<file path="config.mk">
export PLATFORM = sky130hd
export DESIGN_NAME = rf_write_arbiter_flat
export DESIGN_NICKNAME = d
export VERILOG_FILES = /design/src/rtl/rf_write_arbiter_if.sv /design/src/rtl/rf_write_arbiter.sv /design/src/flat_wrapper.sv
export SDC_FILE = /design/constraint.sdc
export NUM_CORES = 1
export LEC_CHECK = 0
export ABC_AREA = 0
export CELL_PAD_IN_SITES_DETAIL_PLACEMENT = 0
export CELL_PAD_IN_SITES_GLOBAL_PLACEMENT = 2
export CORE_UTILIZATION = 15
export DETAILED_ROUTE_END_ITERATION = 6
export PLACE_DENSITY_LB_ADDON = 0.1
export SKIP_LAST_GASP = 1
export SLEW_MARGIN = 20
export SYNTH_ARGS = -nofsm -noshare
export SYNTH_HDL_FRONTEND = slang
export SYNTH_SLANG_ARGS = --single-unit
</file>
<file path="constraint.sdc">
create_clock -name clk -period 1.9 [get_ports clk]
set_clock_uncertainty 0.1 [all_clocks]
set_input_delay 0.57 -clock clk [delete_from_list [all_inputs] [get_ports clk]]
set_output_delay 0.57 -clock clk [all_outputs]
set_load 0.02 [all_outputs]
</file>
<file path="src/rtl/rf_write_arbiter_if.sv">
// rf_write_arbiter_if: requester handshakes, register-file write port and read buses of rf_write_arbiter
interface rf_write_arbiter_if #(
    parameter int DW    = 32,
    parameter int AW    = 5,
    parameter int CNT_W = 16
);
    logic             req0_valid, req0_ready, req1_valid, req1_ready, hold, wE;
    logic [AW-1:0]    req0_addr, req1_addr, rW, rA, rB;
    logic [DW-1:0]    req0_data, req1_data, busW, rfBusA, rfBusB, busA, busB;
    logic [CNT_W-1:0] conflictCnt;

    modport slave (
        input  req0_valid, req0_addr, req0_data, req1_valid, req1_addr, req1_data,
               hold, rA, rB, rfBusA, rfBusB,
        output req0_ready, req1_ready, wE, rW, busW, busA, busB, conflictCnt
    );

    modport master (
        output req0_valid, req0_addr, req0_data, req1_valid, req1_addr, req1_data,
               hold, rA, rB, rfBusA, rfBusB,
        input  req0_ready, req1_ready, wE, rW, busW, busA, busB, conflictCnt
    );
endinterface

</file>
<file path="src/rtl/rf_write_arbiter.sv">
// rf_write_arbiter: round-robin sharing of the register-file write port; define RFARB_BYPASS_EN to forward the in-flight write to busA/busB
module rf_write_arbiter #(
    parameter int DW    = 32,
    parameter int AW    = 5,
    parameter int CNT_W = 16
) (
    input logic               clk,
    input logic               rst,
    rf_write_arbiter_if.slave bus
);
    logic             g0, g1, conflict;
    logic             wE_q, wE_d, last_q, last_d;
    logic [AW-1:0]    rW_q, rW_d;
    logic [DW-1:0]    busW_q, busW_d;
    logic [CNT_W-1:0] cnt_q, cnt_d;

    // grant: hold blocks everyone; a tie goes to the requester that did not win last (last_q=1 means req1 won)
    always_comb begin
        g0       = !bus.hold && bus.req0_valid && (!bus.req1_valid || last_q);
        g1       = !bus.hold && bus.req1_valid && (!bus.req0_valid || !last_q);
        conflict = (bus.req0_valid && !g0) || (bus.req1_valid && !g1);
    end

    // next state: a grant loads the stage, hold freezes it, otherwise only wE drops
    always_comb begin
        wE_d   = bus.hold ? wE_q : 1'b0;
        rW_d   = rW_q;
        busW_d = busW_q;
        last_d = last_q;
        if (g0 || g1) begin
            rW_d   = g1 ? bus.req1_addr : bus.req0_addr;
            busW_d = g1 ? bus.req1_data : bus.req0_data;
            wE_d   = (g1 ? bus.req1_addr : bus.req0_addr) != '0;
            last_d = g1;
        end
        cnt_d = (conflict && cnt_q != '1) ? cnt_q + 1'b1 : cnt_q;
    end

    // state registers; reset drops any pending write immediately
    always_ff @(posedge clk or posedge rst) begin
        if (rst) begin
            wE_q   <= 1'b0;
            rW_q   <= '0;
            busW_q <= '0;
            cnt_q  <= '0;
            last_q <= 1'b1;
        end else begin
            wE_q   <= wE_d;
            rW_q   <= rW_d;
            busW_q <= busW_d;
            cnt_q  <= cnt_d;
            last_q <= last_d;
        end
    end

    assign bus.req0_ready  = g0;
    assign bus.req1_ready  = g1;
    assign bus.wE          = wE_q;
    assign bus.rW          = rW_q;
    assign bus.busW        = busW_q;
    assign bus.conflictCnt = cnt_q;

`ifdef RFARB_BYPASS_EN
    assign bus.busA = (wE_q && rW_q == bus.rA && bus.rA != '0) ? busW_q : bus.rfBusA;
    assign bus.busB = (wE_q && rW_q == bus.rB && bus.rB != '0) ? busW_q : bus.rfBusB;
`else
    logic unused_rd;
    assign unused_rd = ^{bus.rA, bus.rB};
    assign bus.busA  = bus.rfBusA;
    assign bus.busB  = bus.rfBusB;
`endif
endmodule

</file>
<file path="src/flat_wrapper.sv">
// flat-port wrapper written by rule: the top's interface ports become plain ports
module rf_write_arbiter_flat 
#(
    parameter int DW    = 32,
    parameter int AW    = 5,
    parameter int CNT_W = 16
)
  (clk, rst, bus_req0_valid, bus_req0_addr, bus_req0_data, bus_req1_valid, bus_req1_addr, bus_req1_data, bus_hold, bus_rA, bus_rB, bus_rfBusA, bus_rfBusB, bus_req0_ready, bus_req1_ready, bus_wE, bus_rW, bus_busW, bus_busA, bus_busB, bus_conflictCnt);
  rf_write_arbiter_if #(.DW(DW), .AW(AW), .CNT_W(CNT_W)) bus_i ();
  input logic clk;
  input logic rst;
  input wire logic [$bits(bus_i.req0_valid)-1:0] bus_req0_valid;
  input wire logic [$bits(bus_i.req0_addr)-1:0] bus_req0_addr;
  input wire logic [$bits(bus_i.req0_data)-1:0] bus_req0_data;
  input wire logic [$bits(bus_i.req1_valid)-1:0] bus_req1_valid;
  input wire logic [$bits(bus_i.req1_addr)-1:0] bus_req1_addr;
  input wire logic [$bits(bus_i.req1_data)-1:0] bus_req1_data;
  input wire logic [$bits(bus_i.hold)-1:0] bus_hold;
  input wire logic [$bits(bus_i.rA)-1:0] bus_rA;
  input wire logic [$bits(bus_i.rB)-1:0] bus_rB;
  input wire logic [$bits(bus_i.rfBusA)-1:0] bus_rfBusA;
  input wire logic [$bits(bus_i.rfBusB)-1:0] bus_rfBusB;
  output wire logic [$bits(bus_i.req0_ready)-1:0] bus_req0_ready;
  output wire logic [$bits(bus_i.req1_ready)-1:0] bus_req1_ready;
  output wire logic [$bits(bus_i.wE)-1:0] bus_wE;
  output wire logic [$bits(bus_i.rW)-1:0] bus_rW;
  output wire logic [$bits(bus_i.busW)-1:0] bus_busW;
  output wire logic [$bits(bus_i.busA)-1:0] bus_busA;
  output wire logic [$bits(bus_i.busB)-1:0] bus_busB;
  output wire logic [$bits(bus_i.conflictCnt)-1:0] bus_conflictCnt;
  assign bus_i.req0_valid = bus_req0_valid;
  assign bus_i.req0_addr = bus_req0_addr;
  assign bus_i.req0_data = bus_req0_data;
  assign bus_i.req1_valid = bus_req1_valid;
  assign bus_i.req1_addr = bus_req1_addr;
  assign bus_i.req1_data = bus_req1_data;
  assign bus_i.hold = bus_hold;
  assign bus_i.rA = bus_rA;
  assign bus_i.rB = bus_rB;
  assign bus_i.rfBusA = bus_rfBusA;
  assign bus_i.rfBusB = bus_rfBusB;
  assign bus_req0_ready = bus_i.req0_ready;
  assign bus_req1_ready = bus_i.req1_ready;
  assign bus_wE = bus_i.wE;
  assign bus_rW = bus_i.rW;
  assign bus_busW = bus_i.busW;
  assign bus_busA = bus_i.busA;
  assign bus_busB = bus_i.busB;
  assign bus_conflictCnt = bus_i.conflictCnt;
  rf_write_arbiter #(.DW(DW), .AW(AW), .CNT_W(CNT_W)) u_core (.clk(clk), .rst(rst), .bus(bus_i));
endmodule
</file>
Yosys cells after proc, flatten, opt, wreduce, memory -nomap -nowiden
Index checks and enable logic that the tools add are counted.

operators by class
  reductions and logical operators = 18
  add/sub/neg operators = 1
  equal/unequal tests = 2
  multiplexer cells = 4

operator list
  kind                   number
  $mux 32                1
  $add 16x1->16 const B  1
  $ne 16x16->1 const B   1
  $logic_and 1x1->1      7
  $logic_not 1->1        6
  $mux 5                 1
  $reduce_bool 5->1      1
  $logic_or 1x1->1       4
  $mux 1                 2
  $ne 2x1->1 const B     1

word-level totals
  word-level logic and storage cells = 30
  input port bits = 153
  register bits = 55
  output and inout port bits = 120

Logic depth before layout (Yosys ltp)
  depth in word-level cells = 7
  mapped depth = 7
  gate-level depth less buffers = 5

Least setup slack after synthesis
No wires, ideal clock.

  kind = in2out
  start = in bus_hold
  end = out bus_req1_ready
  data arrival time = 1.279 ns
  required time = 1.230 ns
  path buffers = 2
  cell stages on the path = 5
  path slack = -0.049 ns
  path through = nand2b_1 -> a21o_1 -> clkbuf_1 -> buf_4 -> inv_1

between the ends
  word-level cells in the longest chain between the ends = 3

ends and longest elaborated chain
  item                             line                    text
  start: declaration               flat_wrapper.sv:18      input wire logic [$bits(bus_i.hold)-1:0] bus_hold;
  $logic_not 1->1                  rf_write_arbiter.sv:20  g1 = !bus.hold && bus.req1_valid && (!bus.req0_valid || !last_q);
  $logic_and 1x1->1 (2 in series)  rf_write_arbiter.sv:20
  end: declaration                 flat_wrapper.sv:24      output wire logic [$bits(bus_i.req1_ready)-1:0] bus_req1_ready;

No other way between the ends.

Final worst setup path
  start = reg u_core.last_q
  end = out bus_req1_ready

between the ends
  word-level cells in the longest chain between the ends = 3

ends and longest elaborated chain
  item                      line                    text
  start: declaration        rf_write_arbiter.sv:12  logic wE_q, wE_d, last_q, last_d;
  start signal: assignment  rf_write_arbiter.sv:52  last_q <= last_d;
  $logic_not 1->1           rf_write_arbiter.sv:20
  $logic_or 1x1->1          rf_write_arbiter.sv:20
  $logic_and 1x1->1         rf_write_arbiter.sv:20

No other way between the ends.

==> results.rst <==
.. list-table::
   :header-rows: 1

   * - Metric
     - Value
   * - Number of inserted diodes
     - 0
   * - Endpoint class of the critical path
     - output port
   * - Unrepaired setup endpoints after global routing
     - yes
   * - Lkg Pwr
     - 0.00226 uW
   * - Worst-case headroom to the max-slew limit
     - 74.3%
   * - Floorplan Core Area
     - 0.0203 mm2
   * - Combined area of the multi-input logic cells
     - 0.00124 mm2
   * - Combinational family with the most area after synthesis
     - buffers and inverters
   * - Fill cells
     - 2,278
   * - Global routing usage on met1
     - 10.4%
   * - Top-area cell type share of the netlist area
     - 43.3%
   * - Global route hottest layer
     - met2
   * - Post-synthesis share of cell area spent on full adders, half adders and majority gates
     - 0.721%
   * - Pwr Density
     - 778 mW/mm2
   * - Worst reg2reg setup slack
     - 0.16 ns
   * - Total GRT Usage
     - 8.74%
   * - Overall routed net length
     - 9.01 mm
   * - Setup violators final
     - 0
   * - Number of vias per cell
     - 3.56
   * - Hold crit path type
     - reg -> reg
   * - Endpoint required time on the critical path
     - 1.23 ns
   * - Largest area contributor in the netlist
     - dfrtp_1
   * - Net total in the final layout
     - 557
   * - Worst-case clock buffer depth
     - 2
   * - Post-Synth Simple-Gate Area
     - 12.5%
   * - Net Count, Synth
     - 468
   * - Final cell utilization of the core
     - 23.0%
   * - Result of the run
     - finished, final reports clean
   * - Post-route DRC violation count
     - 0
   * - End of the worst register-to-register path
     - u_core.bus.conflictCnt[1]
   * - Buffering stage count on the worst path with inverters included
     - 2
   * - Wire length per cell
     - 13.4 um
   * - Aggregate global routing overflow
     - 0
   * - Number of port buffers
     - 134
   * - Max stage delay cell, worst path
     - dfstp_2
   * - Total power draw
     - 3630 uW
   * - Wire length of the first global-routing pass
     - 14.3 mm
   * - Highest net fanout along the worst path
     - 4
   * - Maximum frequency from static timing analysis
     - 536 MHz
   * - Clock buffers created by TritonCTS
     - 5
   * - VDD IR max
     - 289 uV
   * - Drt first pass iters
     - 4
   * - Detailed placement HPWL
     - 6.81 mm
   * - Initial antenna violation count
     - 0
   * - Sink Count
     - 55
   * - Synth cell types
     - 35
   * - Chip height
     - 146 um
   * - Number of levels in the clock H-tree
     - 2
   * - Portion of the post-synthesis area used by sequential elements
     - 44.1%
   * - Number of cells on the worst hold path
     - 2
   * - Post-Synthesis Cell Area
     - 0.00312 mm2
   * - Most common library cells after synthesis
     - buf_4 (65), dfrtp_1 (54), nand2_1 (43), o21ai_0 (40), mux2i_1 (37)
   * - Share of layout cells above drive strength 1
     - 14.4%
   * - Number of nets with antenna violations after detailed routing
     - 0
   * - Endpoint arrival time on the critical path
     - 1.20 ns
   * - Number of slew-limit violations in the final report
     - 0
   * - Final hold viol count
     - 0
   * - Share of cell area taken by muxes after synthesis
     - 12.7%
   * - Count of mapped cells out of synthesis
     - 314
   * - Most used standard cell by instance count after synthesis
     - buf_4
   * - TritonCTS clock tree
     - built
   * - Clock-pin slew reported for the worst setup and hold paths after clock tree synthesis
     - 0.08 ns
   * - DIE AREA
     - 0.0214 mm2
   * - Via count of the first global-routing pass
     - 2,547
   * - Starting utilization of the core area
     - 15.4%
   * - Worst-skew pair later-pin latency
     - 0.31 ns
   * - Die X
     - 146 um
   * - Largest net degree at the start of global routing
     - 39
   * - Sort of element at the start of the critical path
     - register
   * - Tightest Pin Transition
     - 0.381 ns
   * - Cell family with the largest share of critical-path delay
     - flip-flops
   * - Count of flip-flops with a built-in enable after synthesis
     - 0
   * - Number of cell instances on the worst register-to-register path
     - 6
   * - Post-layout minimum cycle time
     - 1.87 ns
   * - Delay of the slowest critical-path stage
     - 0.58 ns
   * - Flip-flop and latch area
     - 0.00138 mm2
   * - Number of buffers inserted by hold repair at cts
     - 0
   * - Relative area change from synthesis to final layout
     - 49.4%
   * - GRT met3 Usage
     - 3.97%
   * - Initial DRC count
     - 37
   * - Series of cell instances along the critical path
     - a21o_4, inv_4, buf_6
   * - HP Start
     - u_core.bus.busW[21]
   * - Area contributors post-synth
     - dfrtp_1 (43%), buf_4 (16%), mux2i_1 (12%), o21ai_0 (6.4%), nand2_1 (5.2%)
   * - Fraction of the mapped netlist area in compound gates
     - 8.01%
   * - Flip-flop cell with the highest count after synthesis
     - dfrtp_1
   * - Clock tree root driver cell
     - clkbuf_16
   * - Number of top-level design ports
     - 273
   * - Global placer's final weighted congestion
     - 0.732
   * - Hold path endpoint
     - u_core.bus.busW[21]
   * - Register bit count reported by yosys
     - 55
   * - Via Count
     - 2,401
   * - Launch point of the worst path
     - u_core.last_q
   * - Xor and xnor fraction of the mapped netlist area
     - 3.93%
   * - Share of async-settable or async-resettable flops after synthesis
     - 100%
   * - Critical register-to-register path startpoint
     - u_core.bus.conflictCnt[0]
   * - Syn avg cell area
     - 9.95 um2
   * - Number of max-capacitance violations reported
     - 0
   * - Fraction of met2 tracks used by global routing
     - 13.9%
   * - Setup Crit Path Kind
     - reg -> out
   * - Number of warnings issued by yosys
     - 0
   * - Share of the clock period used by the worst path
     - 98.2%
   * - Floorplan row count
     - 52
==> layout by cell type, fill, tap and decap left out, types with 2 or more instances in the layout <==
master and instances:
dfrtp_1 54, nand4_2 2, inv_1 2, or4_1 2, nor3b_1 2, clkdlybuf4s50_1 75, o31ai_1 2, buf_6 4
nor3_1 4, nor3_2 3, nand3_1 3, dlygate4sd2_1 54, nor4_1 3, nand2_1 43, mux2i_1 37, nand2b_4 2
nor4b_1 2, buf_4 16, buf_2 2, clkbuf_16 5, nand4_1 3, clkinvlp_4 3, o21ai_0 40, buf_12 7
xor2_1 12, xnor2_1 2
==> what timing repair did <==
| action | in CTS | in global routing |
|---|---|---|
| pin swaps | 3 | 5 |
| cloned | 0 | 0 |
| gates resized for setup | 82 | 10 |
| endpoints found under the setup margin | 108 | 11 |
| setup buffers | 2 | 0 |
==> how the worst max path moves through the flow <==
stage | to | slack [ns] | cells past startpoint
2_1_floorplan | bus_req1_ready | 0.005 | 5
3_3_place_gp | bus_req1_ready | -0.85 | 5
3_5_place_dp | bus_req1_ready | -0.84 | 5
4_1_cts | bus_req1_ready | -0.07 | 5
5_1_grt | bus_req0_ready | -0.02 | 3
6_report | bus_req1_ready | 0.03 | 3
==> power by group <==
group / internal, uW / total, uW / switching (uW) / leakage (uW)
Combinational: 563 / 1160 / 592 / 0.00151
Clock: 489 / 965 / 476 / 0.0000658
Sequential: 1360 / 1510 / 157 / 0.000677
Total: 2410 / 3630 / 1230 / 0.00226
==> worst reg2reg max path, cell delays in order, from the launching register on <==
cell and delay (ns):
dfrtp_1 0.42, ha_1 0.23, nand4_2 0.16, nor4_4 0.15, buf_4 0.21, nor2_2 0.06
mux2_4 0.29
==> routing by layer <==
layer,routed length (um),up-vias
met5,0,-
met4,124,0
met3,824,13
met2,4080,104
met1,3980,1103
li1,-,1181
==> state kept, by name, summed over array words and instances, names as in the netlist <==
register and count:
u_core.bus.conflictCnt 16, u_core.bus.rW 5, u_core.last_q 1, u_core.bus.busW 32, u_core.bus.wE 1
==> metrics by stage <==
stage	hold slack, ns	instances	setup TNS [ns]	area (um2)	setup WS [ns]
detailed placement	0.372	664	-33.32	4520	-0.843
floorplan	0.371	314	0	3130	0.00521
global route	0.403	674	-0.0250	4670	-0.0157
global placement	0.365	664	-33.74	4520	-0.851
finish	0.376	674	0	4670	0.0346
CTS	0.385	674	-0.0740	4650	-0.0740
==> cell type report <==
type / count / area share, %
Multi-Input combinational cell: 177 / 26.5
Clock inverter: 3 / 0.429
Inverter: 5 / 0.536
Tap cell: 270 / 7.24
Sequential cell: 55 / 29.5
Timing Repair Buffer: 159 / 33.1
Clock buffer: 5 / 2.68
==> kinds of logic (layout without fill, tap and decap cells) <==
| kind of cell | after synthesis | after routing |
|---|---|---|
| buffers and inverters | 82 | 172 |
| AND/OR/NAND/NOR | 75 | 75 |
| flip-flops | 55 | 55 |
| AO/OA/AOI/OAI | 47 | 47 |
| multiplexers | 39 | 39 |
| XOR/XNOR | 14 | 14 |
| adder cells (fa/ha/maj) | 2 | 2 |
Power figures use the tool's default switching activity.
